File: config.mk
export PLATFORM = sky130hd
export DESIGN_NAME = lock_entry_sequencer
export DESIGN_NICKNAME = d
export VERILOG_FILES = /design/src/rtl/lock_entry_sequencer.sv
export SDC_FILE = /design/constraint.sdc
export NUM_CORES = 1
export LEC_CHECK = 0
export CORE_ASPECT_RATIO = 1.25
export CORE_MARGIN = 2
export CORE_UTILIZATION = 32
export DETAILED_ROUTE_END_ITERATION = 12
export PLACE_DENSITY = 0.58
export SLEW_MARGIN = 10
export SYNTH_ARGS = -nofsm -noshare
export SYNTH_HDL_FRONTEND = slang
export SYNTH_SLANG_ARGS = --single-unit
File: constraint.sdc
create_clock -name clk -period 2.7 [get_ports clk]
set_input_delay 0.54 -clock clk [delete_from_list [all_inputs] [get_ports clk]]
set_output_delay 0.54 -clock clk [all_outputs]
set_load 0.03 [all_outputs]
File: src/rtl/lock_entry_sequencer.sv
// Sequences PIN entry for the digital lock: walks the code register index,
// compares each keypad press against the stored digit, tracks failed
// attempts, enforces lockout and bounds the unlocked window.
//
// Ports:
//   clk            system clock, rising edge
//   rst            asynchronous active-low reset
//   button_valid   one-cycle strobe per keypad press
//   button_value   key code qualified by button_valid
//   code_length    PIN length (1..6), sampled on the first press
//   current_button code register digit at index (combinational)
//   relock         one-cycle strobe ending UNLOCKED early
//   index          digit position driven to the code register
//   unlocked       high while UNLOCKED
//   locked_out     high while LOCKOUT
//   entry_error    one-cycle pulse per failed attempt
//   attempts_left  attempts remaining before lockout
//   busy           high in ENTRY or EVAL
module lock_entry_sequencer #(
  parameter int unsigned MAX_ATTEMPTS   = 3,
  parameter int unsigned UNLOCK_CYCLES  = 500,
  parameter int unsigned LOCKOUT_CYCLES = 1000,
  parameter int unsigned TIMEOUT_CYCLES = 2000,
  parameter int unsigned TIMER_W        = 16
) (
  input  logic                clk,
  input  logic                rst,
  input  logic                button_valid,
  input  logic [3:0]          button_value,
  input  logic [2:0]          code_length,
  input  logic [3:0]          current_button,
  input  logic                relock,
  output logic [2:0]          index,
  output logic                unlocked,
  output logic                locked_out,
  output logic                entry_error,
  output logic [2:0]          attempts_left,
  output logic                busy
);

  localparam int unsigned IDX_W = 3;
  localparam int unsigned ATT_W = 3;

  localparam logic [ATT_W-1:0]   ATT_FULL     = ATT_W'(MAX_ATTEMPTS);
  localparam logic [TIMER_W-1:0] UNLOCK_LAST  = TIMER_W'(UNLOCK_CYCLES - 1);
  localparam logic [TIMER_W-1:0] LOCKOUT_LAST = TIMER_W'(LOCKOUT_CYCLES - 1);
  localparam logic [TIMER_W-1:0] TIMEOUT_LAST = TIMER_W'(TIMEOUT_CYCLES - 1);

  typedef enum logic [2:0] {
    IDLE     = 3'd0,
    ENTRY    = 3'd1,
    EVAL     = 3'd2,
    UNLOCKED = 3'd3,
    LOCKOUT  = 3'd4
  } state_t;

  state_t             state, state_nxt;
  logic [IDX_W-1:0]   index_nxt;
  logic [IDX_W-1:0]   len_r, len_nxt;
  logic               mismatch_r, mismatch_nxt;
  logic [TIMER_W-1:0] timer, timer_nxt;
  logic [TIMER_W-1:0] timer_inc;
  logic [ATT_W-1:0]   att_nxt;
  logic               err_nxt;
  logic               digit_bad;

  // Saturating increment so a stuck terminal count never wraps to zero.
  assign timer_inc = (timer == {TIMER_W{1'b1}}) ? timer : timer + TIMER_W'(1);
  assign digit_bad = (button_value != current_button);

  // State and datapath registers; status flags are registered from next state.
  always_ff @(posedge clk or negedge rst) begin
    if (!rst) begin
      state         <= IDLE;
      index         <= '0;
      len_r         <= '0;
      mismatch_r    <= 1'b0;
      timer         <= '0;
      attempts_left <= ATT_FULL;
      entry_error   <= 1'b0;
      unlocked      <= 1'b0;
      locked_out    <= 1'b0;
      busy          <= 1'b0;
    end else begin
      state         <= state_nxt;
      index         <= index_nxt;
      len_r         <= len_nxt;
      mismatch_r    <= mismatch_nxt;
      timer         <= timer_nxt;
      attempts_left <= att_nxt;
      entry_error   <= err_nxt;
      unlocked      <= (state_nxt == UNLOCKED);
      locked_out    <= (state_nxt == LOCKOUT);
      busy          <= (state_nxt == ENTRY) || (state_nxt == EVAL);
    end
  end

  // Next-state and datapath update.
  always_comb begin
    state_nxt    = state;
    index_nxt    = index;
    len_nxt      = len_r;
    mismatch_nxt = mismatch_r;
    timer_nxt    = timer;
    att_nxt      = attempts_left;
    err_nxt      = 1'b0;

    case (state)
      IDLE: begin
        index_nxt = '0;
        // Lengths 0 and 7 are invalid; such a press is simply dropped.
        if (button_valid && (code_length != 3'd0) && (code_length != 3'd7)) begin
          len_nxt      = code_length;
          mismatch_nxt = digit_bad;
          timer_nxt    = '0;
          if (code_length == 3'd1) begin
            state_nxt = EVAL;
          end else begin
            state_nxt = ENTRY;
            index_nxt = IDX_W'(1);
          end
        end
      end

      ENTRY: begin
        // A wrong digit only marks the attempt; all len_r presses are consumed.
        if (button_valid) begin
          mismatch_nxt = mismatch_r | digit_bad;
          timer_nxt    = '0;
          if (index == len_r - IDX_W'(1)) begin
            state_nxt = EVAL;
          end else begin
            index_nxt = index + IDX_W'(1);
          end
        end else if (timer == TIMEOUT_LAST) begin
          mismatch_nxt = 1'b1;
          state_nxt    = EVAL;
        end else begin
          timer_nxt = timer_inc;
        end
      end

      EVAL: begin
        index_nxt    = '0;
        mismatch_nxt = 1'b0;
        timer_nxt    = '0;
        if (!mismatch_r) begin
          state_nxt = UNLOCKED;
          att_nxt   = ATT_FULL;
        end else begin
          err_nxt = 1'b1;
          if (attempts_left <= ATT_W'(1)) begin
            att_nxt   = '0;
            state_nxt = LOCKOUT;
          end else begin
            att_nxt   = attempts_left - ATT_W'(1);
            state_nxt = IDLE;
          end
        end
      end

      UNLOCKED: begin
        // Relock and expiry in the same cycle collapse into one exit.
        if (relock || (timer == UNLOCK_LAST)) begin
          state_nxt = IDLE;
          timer_nxt = '0;
        end else begin
          timer_nxt = timer_inc;
        end
      end

      LOCKOUT: begin
        if (timer == LOCKOUT_LAST) begin
          state_nxt = IDLE;
          timer_nxt = '0;
          att_nxt   = ATT_FULL;
        end else begin
          timer_nxt = timer_inc;
        end
      end

      default: begin
        state_nxt = IDLE;
        index_nxt = '0;
        timer_nxt = '0;
      end
    endcase
  end

endmodule

==> results of run 1 <==
[routing by layer]
metal,vias up,share of wire (%)
li1,882,-
met4,0,1.8
met1,844,45
met2,36,49
met5,-,0
met3,6,3.6
[registers in the layout, summed over array words and instances (netlist names)]
signal,cells
index,3
busy,1
unlocked,1
timer,16
entry_error,1
locked_out,1
len_r,3
attempts_left,3
mismatch_r,1
state,3
[area by class of cell]
cell class	count	area, µm²	area share, %
multi-input combinational	177	1159	46.28
sequential	33	828.3	33.08
timing repair buffer	31	292.8	11.69
inverter	10	37.54	1.499
clock buffer	8	80.08	3.198
tap	85	106.4	4.248
[worst max path at each step]
stage	start	endpoint
after detailed placement	code_length[2]	timer[11]
after CTS	timer[4]	timer[6]
after global placement	code_length[2]	timer[5]
after floorplan	code_length[2]	timer[15]
after global routing	timer[4]	timer[4]
final	timer[4]	timer[6]
[through the flow]
| step | power, mW | util (%) | instances | hold WS [ns] |
|---|---|---|---|---|
| floorplan | 1.503 | - | 229 | 0.2444 |
| global placement | 1.794 | 39.05 | 336 | 0.4910 |
| detailed placement | 1.809 | 39.05 | 336 | 0.4975 |
| CTS | 2.177 | 40.34 | 344 | 0.5125 |
| global route | 2.337 | 40.34 | 344 | 0.5456 |
| finish | 2.148 | 40.34 | 344 | 0.5094 |
[worst max-delay path, stage by stage (launching register included)]
cell and delay [ns]:
dfrtp_1 0.47, or3b_1 0.37, or4_1 0.42, o2111ai_2 0.25, nand3_4 0.16, nor2_2 0.29, buf_4 0.20, nor2_1 0.05
[power by group through the flow]
stage / logic, mW / registers (mW) / clock network (mW)
2_1_floorplan: 0.676 / 0.827 / 0
3_3_place_gp: 1.03 / 0.762 / 0
3_5_place_dp: 1.05 / 0.760 / 0
4_1_cts: 1.05 / 0.752 / 0.373
5_1_grt: 1.16 / 0.777 / 0.397
6_report: 1.04 / 0.751 / 0.356
[Yosys cell counts (all sizes together), types with 2 or more instances]
| cell type | n |
|---|---|
| or3b | 2 |
| and3 | 6 |
| o21ai | 10 |
| nor3 | 7 |
| ha | 5 |
| o211ai | 4 |
| xor2 | 15 |
| a32oi | 2 |
| nor4 | 2 |
| nand2b | 5 |
| mux2 | 3 |
| a22o | 3 |
| dfrtp | 31 |
| o21a | 4 |
| nor2 | 20 |
| a21bo | 2 |
| nor4bb | 2 |
| nor2b | 4 |
| a21oi | 10 |
| nand3 | 16 |
| clkbuf | 5 |
| nor4b | 3 |
| nand2 | 21 |
| or3 | 3 |
| mux2i | 2 |
| nand4 | 8 |
| and2 | 2 |
| inv | 10 |
| a31oi | 4 |
| buf | 4 |
| dfstp | 2 |
[cells by family (layout without fill, tap and decap cells)]
family / after synthesis / in the layout
AOI/OAI and AO/OA: 46 / 46
xor gates and xnor gates: 16 / 16
adders and majority gates: 5 / 5
buffers and inverters: 19 / 49
DFF: 33 / 33
muxes: 5 / 5
and+or+nand+nor: 105 / 105
[cell usage in the layout (no fill, tap or decap), types with 4 or more instances in the layout]
cell	synthesis	final
dfrtp_1	31	31
clkdlybuf4s50_1	0	24
nand2_1	20	20
nor2_1	19	19
xor2_1	15	15
nand3_1	15	15
inv_1	10	10
a21oi_1	10	10
o21ai_0	10	10
nand4_1	8	8
nor3_1	7	7
buf_4	0	7
and3_1	6	6
nand2b_1	5	5
ha_1	5	5
clkbuf_8	0	5
nor2b_1	4	4
a31oi_1	4	4
o21a_1	4	4
o211ai_1	4	4
==> impl_results.md, run 1 <==
* Status: finished clean
* Synth cell types at 48
* MaxCap Viol Count at 0
* DRC at 0
* Final setup fails at 0
* Via count at 1768
* Number of I/O pins at 25
* Seq/Total Area, Yosys at 39.90%
* Hold Path Sink: len_r[1]
* Chip Height at 94.05 µm
* Area share of fa/ha/maj cells after synthesis at 3.014%
* Final hold vios at 0
* Final worst setup slack at 0.3729 ns
* Post-synth top area cell: dfrtp_1
* TritonCTS Buffers at 5
* First-pass GRT wire length at 8.335 mm
* Cell area after synthesis at 2076 µm²
* Number of port buffers at 24
* Switching power at 890.2 µW
* Hold Path Class: register to register
* TritonRoute pass-1 iters at 4
* CTS root buf: clkbuf_8
* Reg power frac at 35.0%
* Required @ worst endpoint at 2.87 ns
* Drt via density at 5.140
* CTS max path bufs at 2
* Max Slew Vio Count at 0
* Register-to-Register Path Depth at 7
* Hold Crit Start: len_r[1]
* Post-synthesis simple-gate area fraction at 27.67%
* Reg-to-reg endpoint: timer[6]
* Gr usage total at 14.48%
* Sw frac at 41.45%
* Internal power at 1.257 mW
* Critical Path AT at 2.50 ns
* CP Capture Type: register
* Synth Instances at 229
* Busiest grt layer: met2
* Worst Skew at 0.003851 ns
* Multiplexer share of the synthesized area at 2.592%
* VDD IR max at 0.3639 mV
* Clock network power share at 16.6%
* RSZ-0062 raised after global routing: no
* Synth Area in XOR/XNOR at 7.414%
* Asr flop ratio synth at 100.0%
* Worst slew margin relative to its limit at 65.50%
* Hold Path Depth at 1
* Initial DRC Count at 116
* Area grow syn2layout at 20.61%
* Initial Util at 33.45%
* Main combinational cell family by area after synthesis: simple AND/OR/NAND/NOR gates
* Drt wl/cell at 13.56 µm
* Clock transition at path regs at 0.06 ns
* Slew @ Worst Pin at 0.5175 ns
* Setup TNS Final at 0 ns
* Post-route cell area at 2504 µm²
* Pwr per Cell Area at 857.8 nW/µm²
* Final wirelength at 4.664 mm
* Mapped Nets at 249
* Tcrit/Tclk final at 86.19%
* Gr ovfl total at 0
* Routed Antenna Nets at 0
* Hold-fix buffers, CTS at 0
* GR Util met3 at 3.269%
* Synth Area in Compound Gates at 15.13%
* Vias in the first global route at 1776
* Clock period minus worst slack at 2.327 ns
* Met2 usage at 24.55%
* Startpoint type of the worst setup path: register
* Crit-path max FO at 8
* FF-to-FF setup slack at 0.37 ns
* Static Leak at 1.024 nW
* Nets at 278
* Die extent in x at 76.04 µm
* Worst reg2reg startpoint: timer[4]
* Die Area at 7151 µm²
* Logic pwr share at 48.4%
* Number of synthesized flops with an enable pin at 0
* Antenna violations before repair at 0
* Post-CTS Setup Bufs at 0
* Max Fclk at 429.7 MHz
* Cell Area, Placed at 2424 µm²
* Syn_area_per_cell at 9.064 µm²
* CP Class: register to register
* Filler cells at 624
* Ant diodes at 0
* Synth Register Bits at 33
* Fraction of layout cells with a size suffix above 1 at 9.653%
* H-tree Lvls at 2
* Num Clock Sinks at 33
* Largest net degree at the start of global routing at 34
* Site Rows at 32
* Synth top area cells: dfrtp_1 (37%), xor2_1 (6.3%), nand2_1 (3.6%)
* Core Region at 6206 µm²
* Main synth FF type: dfrtp_1
* Pre-CTS setup slack at 0.2436 ns
* Hpwl dp at 3.415 mm
* Clock Latency Late Sink at 0.28 ns
* Synth warn at 0
* Placer Congestion at 0.8668
* Post-CTS sizing at 0
* Post-synth top area share at 37.37%
* CTS tree: done
* M1 GR Usage at 17.65%
Note: power is estimated with default switching activity, not from simulation.
==> inputs of run 2 (changes only) <==
--- a/config.mk
+++ b/config.mk
@@ -5,7 +5,7 @@
 export SDC_FILE = /design/constraint.sdc
 export NUM_CORES = 1
 export LEC_CHECK = 0
-export CORE_ASPECT_RATIO = 1.25
+export CORE_ASPECT_RATIO = 2
 export CORE_MARGIN = 2
 export CORE_UTILIZATION = 32
 export DETAILED_ROUTE_END_ITERATION = 12
==> impl_results.md, run 2 (same netlist as run 1, synthesis figures left out) <==
* Clock network power share at 23.6% (+7.0 points)
* Bufs and invs on worst path at 0 (-1)
* Static Leak at 1.050 nW (+2.6%)
* Slew @ Worst Pin at 0.5613 ns (+0.04381 ns)
* Max Slew Vio Count at 0 (unchanged)
* Nets at 278 (unchanged)
* Status: finished clean
* Pwr per Cell Area at 914.6 nW/µm² (+6.6%)
* Hpwl dp at 3.819 mm (+12%)
* Worst Skew at 0.003231 ns (-0.0006202 ns)
* Post-placement cell count at 337 (+0.30%)
* Hold Path Class: register to register
* Hold Path Sink: len_r[1]
* CTS max path bufs at 2 (unchanged)
* CP Launch Point: timer[4]
* Tcrit/Tclk final at 85.82% (-0.37 points)
* DRC at 0 (unchanged)
* Site Rows at 41 (+28%)
* Drt wl/cell at 14.73 µm (+8.6%)
* Most frequent cells in the layout: dfrtp_1 (31), clkdlybuf4s50_1 (24), nand2_1 (20), nor2_1 (19)
* Final setup fails at 0 (unchanged)
* Required @ worst endpoint at 2.84 ns (-0.03 ns)
* Hold-fix buffers, CTS at 0 (unchanged)
* Fraction of layout cells with a size suffix above 1 at 9.653% (unchanged)
* Clock Latency Late Sink at 0.28 ns (about the same)
* Gr ovfl total at 0 (unchanged)
* Final Non-Filler Cells at 345 (+0.29%)
* Placer Congestion at 0.8212 (-5.3%)
* H-tree Lvls at 2 (unchanged)
* RSZ-0062 raised after global routing: no
* Final hold vios at 0 (unchanged)
* Ant diodes at 0 (unchanged)
* CP Capture Type: register
* Crit-path max FO at 11 (+3)
* Post-CTS Setup Bufs at 0 (unchanged)
* Tot Pwr at 2.342 mW (+9.1%)
* Filler cells at 630 (+0.96%)
* Cell Area, Placed at 2425 µm² (about the same)
* Switching power at 934.4 µW (+5.0%)
* Die Area at 7186 µm² (+0.49%)
* Number of I/O pins at 25 (unchanged)
* Gr usage total at 16.12% (+1.6 points)
* Core Region at 6310 µm² (+1.7%)
* Largest register by flop count: timer
* Logic pwr share at 44.9% (-3.5 points)
* Worst path depth at 6 (-1)
* First-pass GRT wire length at 8.749 mm (+5.0%)
* Antenna violations before repair at 0 (unchanged)
* Hold Crit Start: len_r[1]
* Drt via density at 5.304 (+3.2%)
* Clock period minus worst slack at 2.317 ns (-0.009947 ns)
* Via count at 1830 (+3.5%)
* Register-to-Register Path Depth at 6 (-1)
* Crit path max-delay family: simple AND/OR/NAND/NOR gates
* Area of the multi-input gates at 1159 µm² (unchanged)
* Area grow syn2layout at 23.39%
* Reg-to-reg endpoint: timer[11]
* Vias in the first global route at 1863 (+4.9%)
* FF-to-FF setup slack at 0.38 ns (about the same)
* Chip Height at 117.9 µm (+25%)
* Clock transition at path regs at 0.05 ns (about the same)
* TritonCTS Buffers at 5 (unchanged)
* Routed Antenna Nets at 0 (unchanged)
* Reg area at 828.3 µm² (unchanged)
* TritonRoute pass-1 iters at 4 (unchanged)
* Setup TNS Final at 0 ns (unchanged)
* Post-CTS sizing at 0 (unchanged)
* Sw frac at 39.89% (-1.6 points)
* CTS root buf: clkbuf_16
* Critical Path Slowest Stage Cell: dfrtp_1
* Internal power at 1.408 mW (+12%)
* Max Fclk at 431.6 MHz (+0.43%)
* Num Clock Sinks at 33 (unchanged)
* Reg power frac at 31.5% (-3.5 points)
* Initial Util at 32.90% (-0.55 points)
* Pre-CTS setup slack at 0.2051 ns (-0.03847 ns)
* Worst slew margin relative to its limit at 62.58% (-2.9 points)
* Crit path cell chain: or3b_1, or4_1, o2111ai_2, nand3_4, nor2_2, o31ai_1
* Number of port buffers at 24 (unchanged)
* CP Class: register to register
* Post-route cell area at 2561 µm² (+2.3%)
* Largest net degree at the start of global routing at 34 (unchanged)
* CTS tree: done
* Max incr delay on CP at 0.45 ns (-0.02 ns)
* Initial DRC Count at 62 (-47%)
* Worst reg2reg startpoint: timer[4]
* Hold Path Depth at 1 (unchanged)
* MaxCap Viol Count at 0 (unchanged)
* Startpoint type of the worst setup path: register
* Final worst setup slack at 0.3828 ns (+0.009947 ns)
* Critical Path AT at 2.46 ns (-0.04 ns)
* Final wirelength at 5.081 mm (+8.9%)
* Die extent in x at 60.95 µm (-20%)
* VDD IR max at 0.4108 mV (+13%)
* Max reg flops at 16 (unchanged)
* Most common cell after layout, fill and taps aside: dfrtp_1
[run 2: routing by layer]
metal / global-route usage (%) / part of all wire [%]
met5: 0 / 0
met4: 7.745 / 3.0
met3: 3.736 / 3.1
met2: 28.76 / 58
met1: 16.49 / 35
[run 2: power groups by stage]
stage | Clock [mW] | Sequential (mW) | Combinational [mW]
global route | 0.583 | 0.764 | 1.17
floorplan | 0 | 0.827 | 0.676
global placement | 0 | 0.745 | 1.05
detailed placement | 0 | 0.748 | 1.06
CTS | 0.562 | 0.740 | 1.07
finish | 0.552 | 0.738 | 1.05
[run 2: worst register-to-register path, delay by kind of cell, from the launching register on]
| kind | cells | cell delay (ns) |
|---|---|---|
| AND/OR/NAND/NOR | 4 | 1.36 |
| AO/OA/AOI/OAI | 2 | 0.39 |
| flip-flops | 1 | 0.45 |
[run 2: how the worst max path moves through the flow]
stage / slack (ns) / endpoint
after floorplan: 0.75 / timer[15]
after global placement: 0.25 / timer[0]
after detailed placement: 0.21 / timer[11]
after CTS: 0.35 / timer[11]
after global routing: 0.17 / timer[11]
final: 0.38 / timer[11]
[run 2: metrics by stage]
step | hold slack [ns] | util, %
finish | 0.5039 | 40.59
global route | 0.5119 | 40.59
CTS | 0.5067 | 40.59
detailed placement | 0.4950 | 38.43
global placement | 0.4942 | 38.43
floorplan | 0.2444 | -
[run 2: cell type report]
cell class                      instances  share of cell area [%]
Sequential cell                        33                   32.34
Clock buffer                            8                   5.325
Multi-Input combinational cell        177                   45.24
Inverter                               10                   1.466
Tap cell                               86                   4.201
Timing Repair Buffer                   31                   11.43
